<file path="src/rtl/parity3_pkg.sv">
// ============================================================================
// Module      : parity3_pkg
// Description : Shared types and defaults for the parity3 frame accumulator.
// Revision    : 1.0 - initial release
// ============================================================================
`default_nettype none

package parity3_pkg;

    localparam int BEAT_W        = 3;
    localparam int DEF_MAX_BEATS = 16;
    localparam int DEF_CNT_W     = 8;

    typedef enum logic [0:0] {
        ACC  = 1'b0,
        HOLD = 1'b1
    } state_t;

endpackage

`default_nettype wire

</file>
<file path="src/rtl/parity3_fold.sv">
// ============================================================================
// Module      : parity3_fold
// Description : Folds one 3-bit beat into the running odd-parity accumulator
//               and gives the even-parity (XNOR) view of the folded result.
// Revision    : 1.0 - initial release
// ============================================================================
`default_nettype none

module parity3_fold
    import parity3_pkg::*;
(
    input  logic              acc,
    input  logic [BEAT_W-1:0] d,
    output logic              acc_next,
    output logic              parity_xnor
);

    assign acc_next    = acc ^ d[0] ^ d[1] ^ d[2];
    assign parity_xnor = ~acc_next;

endmodule

`default_nettype wire

</file>
<file path="src/rtl/parity3_frame_acc.sv">
// ============================================================================
// Module      : parity3_frame_acc
// Description : Streams 3-bit beats, folds parity over a frame and presents
//               one XNOR parity result per frame over valid/ready.
//               Optional expected-parity check: define PARITY3_CHECK_EN.
// Revision    : 1.0 - initial release
// ============================================================================
`default_nettype none

module parity3_frame_acc
    import parity3_pkg::*;
#(
    parameter int MAX_BEATS = DEF_MAX_BEATS,
    parameter int CNT_W     = DEF_CNT_W
) (
    input  logic              clk,
    input  logic              rst,
    input  logic              in_valid,
    output logic              in_ready,
    input  logic [BEAT_W-1:0] in_data,
    input  logic              in_last,
    input  logic              in_exp,
    output logic              out_valid,
    input  logic              out_ready,
    output logic              out_parity,
    output logic [CNT_W-1:0]  out_beats,
    output logic              out_trunc,
    output logic              out_err
);

    localparam logic [CNT_W-1:0] C_LAST_CNT = CNT_W'(MAX_BEATS - 1);

    state_t           r_state;
    logic             r_acc;
    logic [CNT_W-1:0] r_cnt;
    logic             r_parity;
    logic [CNT_W-1:0] r_beats;
    logic             r_trunc;

    logic             w_accept;
    logic             w_close;
    logic             w_acc_next;
    logic             w_parity_xnor;

    parity3_fold u_fold (
        .acc         (r_acc),
        .d           (in_data),
        .acc_next    (w_acc_next),
        .parity_xnor (w_parity_xnor)
    );

    // Handshake flags decode registered state only.
    assign in_ready  = (r_state == ACC);
    assign out_valid = (r_state == HOLD);

    assign w_accept  = in_valid & in_ready;
    assign w_close   = in_last | (r_cnt == C_LAST_CNT);

`ifdef PARITY3_CHECK_EN
    logic r_exp;
`endif

    always_ff @(posedge clk) begin
        if (rst) begin
            r_state  <= ACC;
            r_acc    <= 1'b0;
            r_cnt    <= '0;
            r_parity <= 1'b0;
            r_beats  <= '0;
            r_trunc  <= 1'b0;
`ifdef PARITY3_CHECK_EN
            r_exp    <= 1'b0;
`endif
        end else begin
            case (r_state)
                ACC: begin
                    if (w_accept) begin
                        r_acc <= w_acc_next;
                        r_cnt <= r_cnt + 1'b1;
                        if (w_close) begin
                            r_parity <= w_parity_xnor;
                            r_beats  <= r_cnt + 1'b1;
                            r_trunc  <= ~in_last;
`ifdef PARITY3_CHECK_EN
                            r_exp    <= in_exp;
`endif
                            r_state  <= HOLD;
                        end
                    end
                end
                HOLD: begin
                    if (out_ready) begin
                        r_acc   <= 1'b0;
                        r_cnt   <= '0;
                        r_state <= ACC;
                    end
                end
                default: r_state <= ACC;
            endcase
        end
    end

    assign out_parity = r_parity;
    assign out_beats  = r_beats;
    assign out_trunc  = r_trunc;

`ifdef PARITY3_CHECK_EN
    assign out_err = r_parity ^ r_exp;
`else
    logic w_unused_exp;
    assign w_unused_exp = in_exp;
    assign out_err      = 1'b0;
`endif

endmodule

`default_nettype wire

</file>
<file path="config.mk">
export PLATFORM = sky130hd
export DESIGN_NAME = parity3_frame_acc
export DESIGN_NICKNAME = d
export VERILOG_FILES = /design/src/rtl/parity3_pkg.sv /design/src/rtl/parity3_fold.sv /design/src/rtl/parity3_frame_acc.sv
export SDC_FILE = /design/constraint.sdc
export NUM_CORES = 1
export LEC_CHECK = 0
export CORE_MARGIN = 4
export CORE_UTILIZATION = 52
export CTS_BUF_LIST = sky130_fd_sc_hd__clkbuf_8
export CTS_CLUSTER_SIZE = 8
export DETAILED_ROUTE_END_ITERATION = 16
export PLACE_DENSITY = 0.81
export SYNTH_ARGS = -nofsm -noshare
export SYNTH_HDL_FRONTEND = slang
export SYNTH_SLANG_ARGS = --single-unit
</file>
<file path="constraint.sdc">
create_clock -name clk -period 1.98 [get_ports clk]
set_input_delay 0.198 -clock clk [delete_from_list [all_inputs] [get_ports clk]]
set_output_delay 0.198 -clock clk [all_outputs]
set_load 0.02 [all_outputs]
</file>
# Word-level counts from Yosys, hierarchy flattened
# Index checks and enable logic that the tools add are counted.
# word_totals
in_bits	9
register_bits	20
output_inout_bits	13
word_cells	30
# classes
n_addsub	1
eq_ne	3
bitwise_logic	8
mux	10
reduce_logical	2
# ops
cell	count
2-to-1 mux 8 bit	2
one-hot mux 8 bit (2 select lines)	1
adder 8 x 1 -> 8 bit, second input constant	1
equality test 8 x 4 -> 1 bit, second input constant	1
2-to-1 mux 1 bit	5
one-hot mux 1 bit (2 select lines)	2
NOT 1 bit	3
AND reduction 3 bit	1
bitwise XOR 1 bit	3
inequality test 2 x 1 -> 1 bit, second input constant	1
inequality test 2 bit, second input constant	1
AND reduction 2 bit	1
bitwise AND 1 bit	1
OR 1 bit	1

# Longest topological paths before layout
# Gate-level depths: netlist of the first run.
# logic_depth
word_depth	5
depth_mapped	6
depth_no_buf	5

# Cells and area by module
# A second synthesis of the first run with hierarchy kept.
# hier_totals
hier_cells	111
area_unflattened_um2	1008.5
# by_module_without_submodules
mod	cells_per_inst	seq_area_each_um2	area_per_inst_um2	instances
parity3_frame_acc	107	400.4	973.4	1
parity3_fold	4	0.0	35.0	1

# Worst setup path before layout of the first run
# OpenSTA, ideal clock, no wires.
# synth_timing
kind	flip-flop to flip-flop
start	register r_state, in the netlist out_valid
end	register r_cnt[4]
t_arrival_ns	1.361
n_path_buf	0
required_time_ns	1.908
setup_slack_ns	0.547
path_stages_with_launch	5
setup_ns	0.072
period_less_slack_ns	1.433
cell_sequence	dfxtp_1 > inv_1 > nand2_2 > or3_2 > a21oi_1
# synth_between
elab_chain_cells	4
elab_cells_between_ends	6
classes_between	eq/ne: 2; mux: 1; bitwise: 2; reduce/logical: 1
# synth_lines
element	line_no	source
start: declaration	parity3_frame_acc.sv:33	state_t r_state;
start signal: assignment	parity3_frame_acc.sv:65	r_state <= ACC;
start signal: assignment	parity3_frame_acc.sv:87	r_state <= HOLD;
start signal: assignment	parity3_frame_acc.sv:95	r_state <= ACC;
NOT 1 bit *	n/a	
net in_ready	parity3_frame_acc.sv:19	output logic in_ready,
bitwise AND 1 bit	parity3_frame_acc.sv:56	assign w_accept = in_valid & in_ready;
inequality test 2 x 1 -> 1 bit (no line)	n/a	
AND reduction 2 bit (no line)	n/a	
end signal: assignment	parity3_frame_acc.sv:79	r_cnt <= r_cnt + 1'b1;
end: declaration	parity3_frame_acc.sv:35	logic [CNT_W-1:0] r_cnt;
# Mark *: on every way through the listed nets, which the timed path passes. The rest lies on a longest branch.
# A chain may end at the register's enable or synchronous reset.

# Final worst setup path of the first run
# layout_timing
start	register r_cnt[0]
end	register r_beats[0], in the netlist out_beats[0]
# layout_between
elab_chain_cells	3
elab_cells_between_ends	4
classes_between	add/sub: 1; eq/ne: 1; bitwise: 1; reduce/logical: 1
# layout_lines
element	line_no	source
branches (longest 3 deep; another with adder 8 x 1 -> 8 bit)	n/a	
end signal: assignment	parity3_frame_acc.sv:82	r_beats <= r_cnt + 1'b1;
end: declaration	parity3_frame_acc.sv:37	logic [CNT_W-1:0] r_beats;
# Several ways; the timed one is not identified.

==> results.json, run 1 <==
{
  "cts_resized": 0,
  "numCtsBuffers": 3,
  "route.antenna.remaining_nets": 0,
  "routed_wl_um": 2191,
  "critPathKind": "flip-flop to flip-flop",
  "clkTransAtPathRegs_ns": 0.07,
  "io_pins": 22,
  "power.density_mw_per_mm2": 742.0,
  "vdd_drop_max_mv": 0.6286,
  "layoutNonFillerInstCount": 148,
  "fmax_mhz": 578.4,
  "grt_overflow": 0,
  "dp_cells": 144,
  "n_antenna_cell": 0,
  "slew_viol_final": 0,
  "holdWs_ns": 0.4770,
  "final_common_cell": "dfxtp_1",
  "finalSetupTns_ns": 0,
  "pre_cts_ws_ns": 0.2604,
  "crit_arrival_ns": 1.89,
  "syn_area_mm2": 0.001033,
  "syn_area_per_cell_um2": 9.569,
  "antenna_found_initial": 0,
  "hold_class": "flip-flop to flip-flop",
  "grtUsageTotal_pct": 19.34,
  "final_cell_mix": "dfxtp_1, clkdlybuf4s50_1, a21oi_1",
  "rsz0062_at_grt": "no",
  "dpl.hpwl_um": 1534,
  "netlist_instances": 108,
  "drive_above_1_share_pct": 16.26,
  "cts_buffer_depth": 2,
  "dieArea_mm2": 0.002765,
  "ys_seq_elements": 20,
  "row_count": 15,
  "cp-end-kind": "flip-flop",
  "report.final.setup_viol": 0,
  "die-width_um": 52.58,
  "finalCritPeriodShare_pct": 87.31,
  "io_buffers": 19,
  "p_leak_uw": 0.0004096,
  "regArea_um2": 400.4,
  "slowest_delay_ns": 0.45,
  "grt_pass1_vias": 869,
  "cp_top_family": "compound AO/OA/AOI/OAI gates",
  "post_cts_buffers": 0,
  "hold_depth": 1,
  "vias": 859,
  "ys_seq_area_share_pct": 38.74,
  "drtIter0Drc": 15,
  "grt_pass1_wl_um": 3870,
  "nNetsFinal": 134,
  "worstSetupStartpointType": "flip-flop",
  "worst_ep_required_time_ns": 2.14,
  "finalWeightedCongestion": 0.8266,
  "status": "finished, final reports clean",
  "clkLatencyLatePin_ns": 0.26,
  "start_util_pct": 57.36,
  "cts-root-buf": "clkbuf_8",
  "via_per_inst": 5.804,
  "synth.distinct_cells": 41,
  "nFillCells": 154,
  "grt_max_degree": 21,
  "final.setup_skew_ns": 0.001252,
  "crit_cells": 4,
  "power_uw": 916.4,
  "htree_num_levels": 1,
  "ys_warn_count": 0,
  "cp_max_fo": 10,
  "die_h_um": 52.58,
  "syn2layout_area_growth_pct": 19.49,
  "hold_viol": 0,
  "rr_worst_depth": 4,
  "wire_per_inst_um": 14.80,
  "syn-num-nets": 118,
  "crit_slowest_cell": "a41o_1",
  "drt_first_pass_iters": 4,
  "hold_buffers": 0,
  "critPathBufInv": 0,
  "clkSinkCount": 20,
  "route.detailed.drc": 0,
  "maxCapViolCount": 0,
  "multi_input_area_um2": 543.0,
  "layout_min_cycle_time_ns": 1.729,
  "cts_tree": "done",
  "fin_ws_ns": 0.2512,
  "coreArea_mm2": 0.001802,
  "crit_chain": "ha_1, a41o_1, nand2_1, a31o_1"
}
per-layer routing:
| metal | track usage (%) | vias up | part of all wire (%) |
|---|---|---|---|
| met5 | 0 | - | 0 |
| met4 | 9.787 | 0 | 1.9 |
| met3 | 4.843 | 5 | 6.7 |
| met2 | 32.64 | 26 | 47 |
| met1 | 22.30 | 405 | 44 |
| li1 | - | 423 | - |
cell families (layout without fill, tap and decap cells):
group | after synthesis | in the layout | synth area share, %
DFF | 20 | 20 | 38.74
xor gates and xnor gates | 9 | 9 | 7.627
other | 1 | 1 | 0.3628
AOI/OAI and AO/OA | 37 | 37 | 27.00
buffers and inverters | 11 | 26 | 8.716
and+or+nand+nor | 29 | 29 | 16.34
adders and majority gates | 1 | 1 | 1.210
sequential cells by signal, summed over array words and instances, names as in the netlist:
| name | flops |
|---|---|
| out_valid | 1 |
| out_beats | 8 |
| out_parity | 1 |
| r_cnt | 8 |
| out_trunc | 1 |
| r_acc | 1 |
cell usage after synthesis:
master | number | share of area [%]
dfxtp_1 | 20 | 39
a21oi_1 | 14 | 6.8
nand2_1 | 7 | 2.5
a211oi_2 | 6 | 7.3
xnor2_1 | 5 | 4.2
nor2_1 | 4 | 1.5
o21ai_0 | 4 | 1.9
xor2_1 | 4 | 3.4
buf_6 | 3 | 3.3
nand3_1 | 3 | 1.5
a22oi_1 | 2 | 1.5
a311oi_1 | 2 | 1.7
and2_0 | 2 | 1.2
clkbuf_8 | 2 | 2.7
inv_1 | 2 | 0.73
nand4_1 | 2 | 1.2
o31ai_1 | 2 | 1.5
a211oi_1 | 1 | 0.73
a21oi_2 | 1 | 0.85
a311oi_2 | 1 | 1.5
a31o_1 | 1 | 0.85
a41o_1 | 1 | 0.97
a41oi_1 | 1 | 0.85
and2b_2 | 1 | 0.85
and3_2 | 1 | 0.73
buf_2 | 1 | 0.48
buf_4 | 1 | 0.73
clkbuf_1 | 1 | 0.36
clkbuf_2 | 1 | 0.48
conb_1 | 1 | 0.36
ha_1 | 1 | 1.2
nand2_2 | 1 | 0.61
nand2b_1 | 1 | 0.61
nand3_2 | 1 | 0.97
nor2_4 | 1 | 1.1
nor3_1 | 1 | 0.48
nor4_1 | 1 | 0.61
nor4_2 | 1 | 1.2
o21a_1 | 1 | 0.73
or3_1 | 1 | 0.61
or3_2 | 1 | 0.73
path summary, 6_finish.rpt:
kind | from | end | slack [ns]
setup / recovery | r_cnt[0] | out_beats[0] | 0.25
hold / removal | out_beats[0] | out_beats[0] | 0.48
setup reg to reg | r_cnt[0] | out_beats[0] | 0.25
hold reg to reg | out_beats[0] | out_beats[0] | 0.48
area by class of cell:
class,count,area share (%)
timing repair buffer,20,16.01
multi-input combinational,77,43.97
tap,25,2.533
sequential,20,32.42
inverter,2,0.6079
clock buffer,4,4.458
per-stage QoR:
stage | utilization, % | cell area (um^2)
finish | 68.54 | 1235
global route | 68.54 | 1235
CTS | 68.54 | 1235
detailed placement | 65.49 | 1180
global placement | 65.49 | 1180
floorplan | - | 1033
power by group:
group | switching, uW | internal [uW]
registers | 15.1 | 422
logic | 91.2 | 74.1
clock network | 136 | 177
total | 243 | 674
Note: power is estimated with default switching activity, not from simulation.
==> run 2: changes to the inputs <==
Settings changed: ABC_CLOCK_PERIOD_IN_PS set to 1900.
Clock period 1.98 ns to 1.9 ns, I/O delays scaled along.
==> results.json, run 2 (synthesis gave the netlist of run 1 again) <==
{
  "row_count": 15,
  "via_per_inst": 5.743,
  "grt_pass1_vias": 804,
  "power.density_mw_per_mm2": 738.8,
  "cts-root-buf": "clkbuf_8",
  "post_cts_buffers": 0,
  "cts_buffer_depth": 2,
  "crit_arrival_ns": 1.86,
  "finalCritPeriodShare_pct": 88.30,
  "maxCapViolCount": 0,
  "coreArea_mm2": 0.001802,
  "routed_wl_um": 2194,
  "htree_num_levels": 1,
  "nFillCells": 147,
  "worstSetupStartpointType": "flip-flop",
  "clkLatencyLatePin_ns": 0.26,
  "grt_max_degree": 21,
  "rr_worst_depth": 5,
  "holdWs_ns": 0.4745,
  "vias": 850,
  "nNetsFinal": 135,
  "cts_resized": 0,
  "grtUsageTotal_pct": 18.28,
  "start_util_pct": 57.36,
  "drt_first_pass_iters": 4,
  "worst_pin_slew_ns": 0.4941,
  "clkSinkCount": 20,
  "cp_max_fo": 7,
  "grt_overflow": 0,
  "syn2layout_area_growth_pct": 18.89,
  "layout_min_cycle_time_ns": 1.678,
  "finalSetupTns_ns": 0,
  "p_leak_uw": 0.0004073,
  "final_cell_mix": "dfxtp_1, clkdlybuf4s50_1, a21oi_1",
  "wire_per_inst_um": 14.82,
  "io_buffers": 19,
  "antenna_found_initial": 0,
  "route.antenna.remaining_nets": 0,
  "grt_pass1_wl_um": 3636,
  "critPathKind": "flip-flop to flip-flop",
  "hold_depth": 1,
  "io_pins": 22,
  "fmax_mhz": 596.1,
  "max-slew-margin-rel_pct": 66.62,
  "cts_tree": "done",
  "final_common_cell": "dfxtp_1",
  "die-width_um": 52.58,
  "numCtsBuffers": 3,
  "dpl.hpwl_um": 1513,
  "hold_viol": 0,
  "finalWeightedCongestion": 0.8312,
  "clkTransAtPathRegs_ns": 0.07,
  "multi_input_area_um2": 543.0,
  "status": "finished, final reports clean",
  "final.setup_skew_ns": 0.001326,
  "cp-end-kind": "flip-flop",
  "dieArea_mm2": 0.002765,
  "route.detailed.drc": 0,
  "worst_ep_required_time_ns": 2.08,
  "die_h_um": 52.58,
  "hold_class": "flip-flop to flip-flop",
  "drtIter0Drc": 19,
  "regArea_um2": 400.4,
  "report.final.setup_viol": 0,
  "n_antenna_cell": 0,
  "vdd_drop_max_mv": 0.5840,
  "slew_viol_final": 0,
  "drive_above_1_share_pct": 16.26,
  "rsz0062_at_grt": "no",
  "hold_buffers": 0
}
run 2: changes by cell type in the layout (fill, tap and decap cells not counted):
cell      change
buf_4         +1
clkbuf_8      -1
run 2: worst paths after layout:
check                  to  slack (ns)      start
min reg2reg     out_trunc        0.47  out_trunc
max reg2reg  out_beats[5]        0.22   r_cnt[0]
max          out_beats[5]        0.22   r_cnt[0]
min             out_trunc        0.47  out_trunc
run 2: cell type report:
cell class	count	area share, %
sequential	20	32.59
clock buffer	3	3.360
tap	25	2.546
timing repair buffer	21	16.70
multi-input combinational	77	44.20
inverter	2	0.6110
run 2: where the power goes:
part           internal (uW)  total (uW)  switching (uW)
registers                440         456            15.5
clock network            141         278             137
logic                   78.4         174            95.7
run 2: per-layer routing:
| metal | part of all wire, % | vias to the layer above | wire [um] | GRT usage [%] |
|---|---|---|---|---|
| li1 | - | 420 | - | - |
| met1 | 45 | 402 | 997 | 23.39 |
| met2 | 47 | 24 | 1029 | 28.31 |
| met3 | 6.2 | 4 | 136 | 4.558 |
| met4 | 1.4 | 0 | 30 | 8.936 |
| met5 | 0 | - | 0 | 0 |
run 2: worst max-delay path, cell delays in order (launching register included):
cell      delay (ns)
dfxtp_1         0.43
ha_1            0.33
a41o_1          0.35
buf_4           0.19
a21oi_1         0.08
a211oi_2        0.22
run 2: through the flow:
step	util (%)	cells	setup slack (ns)	area (um^2)	power, uW
2_1_floorplan	-	108	0.4671	1033	581.7
3_3_place_gp	65.90	145	0.2241	1187	633.9
3_5_place_dp	65.90	145	0.2043	1187	637.0
4_1_cts	68.19	148	0.2268	1229	909.1
6_report	68.19	148	0.2224	1229	907.8
5_1_grt	68.19	148	0.07632	1229	946.4
